## src/rtl/gf_divider.sv

```systemverilog
// Sequential dual-mode divider: shift-and-subtract with XOR (GF(2)[x]) or borrow-subtract (unsigned integer).
// Optional macro GF_DIV_ZERO_FLAG_EN adds a div_by_zero port and a short path for a zero divisor.
module gf_divider #(
    parameter int W = 32
) (
    input  logic         clk,
    input  logic         rst_n,
    input  logic         start,
    input  logic         gf_option,
    input  logic [W-1:0] a,
    input  logic [W-1:0] b,
    output logic         busy,
    output logic         done,
    output logic [W-1:0] quo,
    output logic [W-1:0] rem
`ifdef GF_DIV_ZERO_FLAG_EN
    ,
    output logic         div_by_zero
`endif
);

    localparam int CW = $clog2(W + 1);
    localparam int DW = $clog2(W);

    typedef enum logic [1:0] {S_IDLE, S_RUN, S_FIN} state_t;

    state_t          state_q, state_d;
    logic [CW-1:0]   cnt_q, cnt_d;
    logic            busy_q, busy_d;
    logic            done_q, done_d;
    logic [W-1:0]    quo_q, quo_d;
    logic [W-1:0]    rem_q, rem_d;
    logic [W-1:0]    a_q, a_d;
    logic [W-1:0]    b_q, b_d;
    logic            gf_q, gf_d;
    logic [DW-1:0]   deg_q, deg_d;
    logic [W-1:0]    r_q, r_d;
    logic [W-1:0]    q_q, q_d;
`ifdef GF_DIV_ZERO_FLAG_EN
    logic            zf_q, zf_d;
    logic            dz_q, dz_d;
`endif

    logic [W:0]      r_sh;
    logic [W-1:0]    g_sh;
    logic            int_ge;
    logic            gf_hit;

    // Priority encoder: position of the most significant set bit.
    function automatic logic [DW-1:0] lead_one(input logic [W-1:0] v);
        lead_one = '0;
        for (int i = 0; i < W; i++) begin
            if (v[i]) lead_one = DW'(i);
        end
    endfunction

    always_comb begin
        state_d = state_q;
        cnt_d   = cnt_q;
        quo_d   = quo_q;
        rem_d   = rem_q;
        a_d     = a_q;
        b_d     = b_q;
        gf_d    = gf_q;
        deg_d   = deg_q;
        r_d     = r_q;
        q_d     = q_q;
`ifdef GF_DIV_ZERO_FLAG_EN
        zf_d    = zf_q;
        dz_d    = dz_q;
`endif

        // Dividend bits are consumed MSB first by shifting a_q left each step.
        r_sh   = {r_q, a_q[W-1]};
        g_sh   = {r_q[W-2:0], a_q[W-1]};
        int_ge = (r_sh >= {1'b0, b_q});
        gf_hit = (b_q != '0) && g_sh[deg_q];

        case (state_q)
            S_IDLE: begin
                if (start) begin
                    a_d     = a;
                    b_d     = b;
                    gf_d    = gf_option;
                    deg_d   = lead_one(b);
                    r_d     = '0;
                    q_d     = '0;
                    cnt_d   = CW'(W);
                    state_d = S_RUN;
`ifdef GF_DIV_ZERO_FLAG_EN
                    zf_d    = (b == '0);
                    dz_d    = 1'b0;
                    // Zero divisor: preload the answer and finish after one RUN cycle.
                    if (b == '0) begin
                        r_d   = a;
                        cnt_d = '0;
                    end
`endif
                end
            end
            S_RUN: begin
                if (cnt_q == '0) begin
                    quo_d   = q_q;
                    rem_d   = r_q;
                    state_d = S_FIN;
`ifdef GF_DIV_ZERO_FLAG_EN
                    dz_d    = zf_q;
`endif
                end else begin
                    cnt_d = cnt_q - 1'b1;
                    a_d   = a_q << 1;
                    if (gf_q) begin
                        r_d = gf_hit ? (g_sh ^ b_q) : g_sh;
                        q_d = {q_q[W-2:0], gf_hit};
                    end else begin
                        // True difference is below b, so W bits hold it exactly.
                        r_d = int_ge ? (r_sh[W-1:0] - b_q) : r_sh[W-1:0];
                        q_d = {q_q[W-2:0], int_ge};
                    end
                end
            end
            S_FIN: begin
                state_d = S_IDLE;
            end
            default: begin
                state_d = S_IDLE;
            end
        endcase

        busy_d = (state_d == S_RUN);
        done_d = (state_d == S_FIN);
    end

    always_ff @(posedge clk or negedge rst_n) begin
        if (!rst_n) begin
            state_q <= S_IDLE;
            cnt_q   <= '0;
            busy_q  <= 1'b0;
            done_q  <= 1'b0;
            quo_q   <= '0;
            rem_q   <= '0;
`ifdef GF_DIV_ZERO_FLAG_EN
            zf_q    <= 1'b0;
            dz_q    <= 1'b0;
`endif
        end else begin
            state_q <= state_d;
            cnt_q   <= cnt_d;
            busy_q  <= busy_d;
            done_q  <= done_d;
            quo_q   <= quo_d;
            rem_q   <= rem_d;
`ifdef GF_DIV_ZERO_FLAG_EN
            zf_q    <= zf_d;
            dz_q    <= dz_d;
`endif
        end
    end

    // Working datapath needs no reset: it is fully loaded on every accepted start.
    always_ff @(posedge clk) begin
        a_q   <= a_d;
        b_q   <= b_d;
        gf_q  <= gf_d;
        deg_q <= deg_d;
        r_q   <= r_d;
        q_q   <= q_d;
    end

    assign busy = busy_q;
    assign done = done_q;
    assign quo  = quo_q;
    assign rem  = rem_q;
`ifdef GF_DIV_ZERO_FLAG_EN
    assign div_by_zero = dz_q;
`endif

endmodule

```

## config.mk

```make
export PLATFORM = sky130hd
export DESIGN_NAME = gf_divider
export DESIGN_NICKNAME = d
export VERILOG_FILES = /design/src/rtl/gf_divider.sv
export SDC_FILE = /design/constraint.sdc
export NUM_CORES = 1
export LEC_CHECK = 0
export ABC_AREA = 1
export BUFFER_PORTS_ARGS = -buffer_cell sky130_fd_sc_hd__buf_4
export CAP_MARGIN = 5
export CELL_PAD_IN_SITES_DETAIL_PLACEMENT = 0
export CELL_PAD_IN_SITES_GLOBAL_PLACEMENT = 1
export CORE_MARGIN = 10
export CORE_UTILIZATION = 36
export CTS_CLUSTER_DIAMETER = 60
export DETAILED_ROUTE_END_ITERATION = 12
export MAX_ROUTING_LAYER = met4
export PLACE_DENSITY_LB_ADDON = 0.1
export SLEW_MARGIN = 20
export SYNTH_ARGS = -nofsm -noshare
export SYNTH_HDL_FRONTEND = slang
export SYNTH_SLANG_ARGS = --single-unit
```

## constraint.sdc

```tcl
create_clock -name clk -period 12.23 [get_ports clk]
set_clock_uncertainty 0.05 [all_clocks]
set_input_delay 0.6115 -clock clk [delete_from_list [all_inputs] [get_ports clk]]
set_output_delay 0.6115 -clock clk [all_outputs]
set_load 0.005 [all_outputs]
```

## Word level (Yosys, flattened, before mapping)

Index checks and enable logic that the tools add are counted.

- Bitwise gates (word level): 1
- Divide/modulo/power cells: 0
- Reductions and logical operators: 12
- Shifts and indexed selects: 0
- Mux-type cells: 50
- $add $sub $neg: 2
- Magnitude comparators: 2
- Multiply operators: 0
- Equality and inequality tests: 5

Operator list:

| kind | count |
|---|---|
| 2-to-1 mux 32 bit | 8 |
| case mux 32 bit (2 select lines) | 3 |
| 2-to-1 mux 5 bit | 14 |
| >= comparator 33 x 32 -> 1 bit | 1 |
| 2-to-1 mux 4 bit | 8 |
| nonzero test 32 bit | 1 |
| subtractor 32 bit | 1 |
| bitwise XOR 32 bit | 1 |
| OR reduction 16 bit | 1 |
| 2-to-1 mux 3 bit | 4 |
| 2-to-1 mux 6 bit | 2 |
| case mux 6 bit (2 select lines) | 1 |
| 2-to-1 mux 2 bit | 4 |
| OR reduction 8 bit | 1 |
| zero test 6 bit | 1 |
| less-than comparator 5 x 6 -> 1 bit, second input constant | 1 |
| subtractor 6 x 1 -> 6 bit, second input constant | 1 |
| binary-select mux 1 bit (select 5 bit) | 1 |
| equality test 2 x 1 -> 1 bit, second input constant | 2 |
| 2-to-1 mux 1 bit | 4 |
| inequality test 2 bit, second input constant | 2 |
| case mux 2 bit (2 select lines) | 1 |
| AND reduction 2 bit | 2 |
| OR reduction 4 bit | 1 |
| other kinds (6) | 6 |

- Bits in read-only memories: 0
- RAM bits: 0
- Memories: 0
- Latch bits: 0
- Register bits after elaboration: 208

## Depth between registers and ports, before layout

- Depth after elaboration: 30
- Mapped depth: 29

## Worst setup path before layout

OpenSTA, ideal clock, no wires.

- Kind: input -> register
- Start point: input start
- End point: register a_q[0] (enable)
- Arrival: 4.825 ns
- Stages: 4
- Path buffers: 0
- Data required time: 11.730 ns
- Setup slack: 6.906 ns
- Cells stage by stage: nand2_1 > nor2_1 > nor2_1 > inv_1

- Word-level cells in the longest chain between the ends: 2

Ends and longest elaborated chain:

| item | line | RTL |
|---|---|---|
| start, declared | 8 | `input logic start,` |
| inequality test 2 bit (no line) | - |  |
| AND reduction 3 bit (no line) | - |  |
| end signal, assigned | 162 | `a_q <= a_d;` |
| end, declared | 33 | `logic [W-1:0] a_q, a_d;` |

No other way between the ends.
A chain may end at the register's enable or synchronous reset.

## Worst setup path in the final report

- Start point: register r_q[0]
- End point: register r_q[25], data pin

- Word-level cells in the longest chain between the ends: 7

Ends and longest elaborated chain:

| item | line | RTL |
|---|---|---|
| start, declared | 37 | `logic [W-1:0] r_q, r_d;` |
| start signal, assigned | 166 | `r_q <= r_d;` |
| parallel branches: the longest is 4 deep, another holds subtractor 32 bit | - |  |
| 2-to-1 mux 32 bit * | 112 | `if (gf_q) begin` |
| 2-to-1 mux 32 bit * | 102 | `if (cnt_q == '0) begin` |
| case mux 32 bit (2 select lines) * | 79 | `case (state_q)` |

Mark *: on every way between the ends. The select of a mux whose other input is x is not followed.

==> out/qor.yml <==
design.die.area_mm2: 0.03822
crit_path_cell_trace: "ha_1 > nand3_1 > nand2_2 > a21oi_4 > o21ai_4 > a21oi_4 > inv_2 > nand2_2 > nand2_2 > nand3_1 > and2_4 > o21ai_4 > nand2_4 > nand2_4 > nand3_1 > o21ai_1 > nand2_1 > a21oi_1"
synth_seq_cells: 208
slowest_stage: "nand2_4"
initial_core_util: 0.3635
synth_cells: 1168
finalHoldViolations: 0
route.detailed.drc: 0
syn_to_final_growth_pct: 20.22
cp.required_ps: 12550
grt_usage: 0.1649
postCtsSetupBuffers: 0
path_buf_inv: 1
cts.htree.levels: 1
cts_buffers: 27
grt_pass1_vias: 8599
synthArstFlopShare: 0.3558
yosysWarnings: 0
drive_above_1_share: 0.2131
drt_iter0_drc: 462
ant_nets: 0
max_freq_ghz: 0.2722
rows: 64
rsz0062_at_grt: "false"
path_max_fanout: 45
cts-hold-fix-buffers: 0
worstMarginPinSlew_ps: 960.9
totalWireLength_um: 31490
dp_hpwl_um: 22670
cts_tree: "done"
startpoint_type: "register"
slew_viol_final: 0
cellLeakagePower_uw: 0.006017
cts-root-buf: "clkbuf_16"
final.fill_count: 3044
syn-num-nets: 1270
diodes: 0
cts_resized: 0
critPathCaptureType: "register"
finalSetupViolations: 0
die_y_um: 195.5
antenna_found_initial: 0
critPathMaxStageDelay_ps: 550
vias: 8473
grt_pass1_wl_um: 49610
hold_path_class: "in2async"
timing.setup.critical_path_class: "reg2reg"
min_period_over_period: 0.3004
num_io_pins: 134
relSlewSlack: 0.3594
avgViaCountPerCell: 4.970
numPortBuffers: 133
wl_per_cell_um: 18.47
drt-pass1-iter-count: 5
grt-ovfl-total: 0
synth.distinct_cells: 47
die_w_um: 195.5
min_period_ps: 3674
hold_ws_ps: 29.65
total_power_uw: 3805
layout.nets: 1390
status: "finished, final reports clean"
place_congestion: 0.8629
synth_edf_count: 134
synth_seq_area_share: 0.5298
powerDensity_mw_per_mm2: 285.4
arrival_ps: 3990
clk_pin_slew_ps: 60
coreArea_mm2: 0.03051
syn_area_mm2: 0.01109
syn_area_per_cell_um2: 9.494
synth-main-ff-cell: "edfxtp_1"
cp_top_family: "simple AND/OR/NAND/NOR gates"
clock_sinks: 208
insertion_delay_ps: 550
ir_drop_mv: 0.1378
drv_cap: 0
clockBufferDepth: 3
fin_tns_setup_ps: 0
grt_max_degree: 79
[final timing paths]
path                            cells past startpoint                     to  slack (ps)             startpoint
worst min register to register                      1    quo[31]$_DFFE_PN0P_         430  q_q[31]$_SDFFCE_PN0P_
min in group clk                                    1       b_q[0]$_DFFE_PP_         190                   b[0]
worst max-delay path                               18  r_q[25]$_SDFFCE_PN0P_        8560   r_q[0]$_SDFFCE_PN0P_
worst max register to register                     18  r_q[25]$_SDFFCE_PN0P_        8560   r_q[0]$_SDFFCE_PN0P_
worst min-delay path                                1    rem[28]$_DFFE_PN0P_          30                  rst_n
max in group asynchronous                           1    rem[10]$_DFFE_PN0P_       11550                  rst_n
[layer usage]
layer | up-vias | track usage | wire length (µm)
met2 | 183 | 0.2305 | 13140
li1 | 4248 | - | -
met4 | 0 | 0.03903 | 568
met1 | 4004 | 0.2455 | 16440
met5 | - | - | 0
met3 | 38 | 0.02210 | 1336
[report_power, final]
part / total [µW] / internal (µW) / switching, µW
combinational: 1640 / 632 / 1010
sequential: 1390 / 1170 / 219
clock: 777 / 464 / 313
total: 3810 / 2260 / 1540
[cell families (layout without fill, tap and decap cells)]
logic type / count (synthesis) / count (layout) / synth area share
adders and majority gates: 34 / 34 / 0.03904
and+or+nand+nor: 426 / 426 / 0.1631
AOI/OAI and AO/OA: 214 / 214 / 0.1194
DFF: 208 / 208 / 0.5298
muxes: 51 / 51 / 0.05179
xor gates and xnor gates: 31 / 31 / 0.02448
buffers and inverters: 204 / 345 / 0.07232
[metrics by stage]
step                      worst slack (ps)    util  area (µm²)  instances
after global routing                  8291  0.4370       13330       1705
after global placement                8550  0.4078       12440       1655
after detailed placement              8582  0.4078       12440       1655
after CTS                             8542  0.4368       13330       1705
final                                 8556  0.4370       13330       1705
after floorplan                       6906       -       11090       1168
[state kept, by name, indices dropped and copies added (netlist names), 2 cells and up]
register,count
a_q,32
b_q,32
cnt_q,6
deg_q,5
q_q,32
quo,32
r_q,32
rem,32
state_q,2
[synth_stat cells, drive strengths merged (2+ instances only)]
cell type / instances / area [µm²]
nand2: 247 / 964.7
inv: 152 / 570.6
edfxtp: 134 / 4024
nor2: 87 / 326.6
a21oi: 85 / 466.7
dfrtp: 74 / 1852
o21ai: 58 / 346.6
mux2: 51 / 574.3
nand3: 43 / 215.2
clkbuf: 38 / 142.6
ha: 33 / 412.9
o211ai: 30 / 225.2
a31oi: 24 / 150.1
nand4: 24 / 150.1
xor2: 21 / 183.9
buf: 12 / 81.32
nor4: 12 / 75.07
xnor2: 10 / 87.58
nor3: 9 / 45.04
a21o: 5 / 37.54
a21boi: 3 / 22.52
a211oi: 2 / 20.02
clkinv: 2 / 7.510
o21a: 2 / 15.01
o21bai: 2 / 15.01
[cell type report]
class                      instances  area [µm²]  share of cell area
clock inverter                    12       118.9            0.008916
sequential                       208        5876              0.4407
clock buffer                      38       768.2             0.05763
inverter                         154       581.8             0.04364
tap                              396       495.5             0.03717
timing repair buffer             141        1062             0.07968
multi-input combinational        756        4429              0.3322
[cells in the final DEF (no fill, tap or decap), types with 3 or more instances in the layout]
cell type | Yosys | routed
nand2_1 | 236 | 236
inv_1 | 144 | 143
buf_4 | 2 | 140
edfxtp_1 | 134 | 134
nor2_1 | 87 | 84
a21oi_1 | 78 | 78
dfrtp_1 | 74 | 74
mux2_2 | 51 | 51
nand3_1 | 43 | 43
o21ai_0 | 38 | 38
ha_1 | 33 | 33
o211ai_1 | 30 | 30
clkbuf_16 | 0 | 28
a31oi_1 | 24 | 24
nand4_1 | 24 | 24
xor2_1 | 21 | 21
nor4_1 | 12 | 12
xnor2_1 | 10 | 10
nor3_1 | 9 | 9
nand2_2 | 9 | 9
o21ai_1 | 9 | 9
o21ai_2 | 9 | 9
inv_2 | 8 | 7
clkbuf_1 | 38 | 7
clkinv_2 | 0 | 6
a21o_1 | 5 | 5
a21oi_2 | 5 | 5
clkbuf_8 | 0 | 3
(Power assumes the default switching activity.)
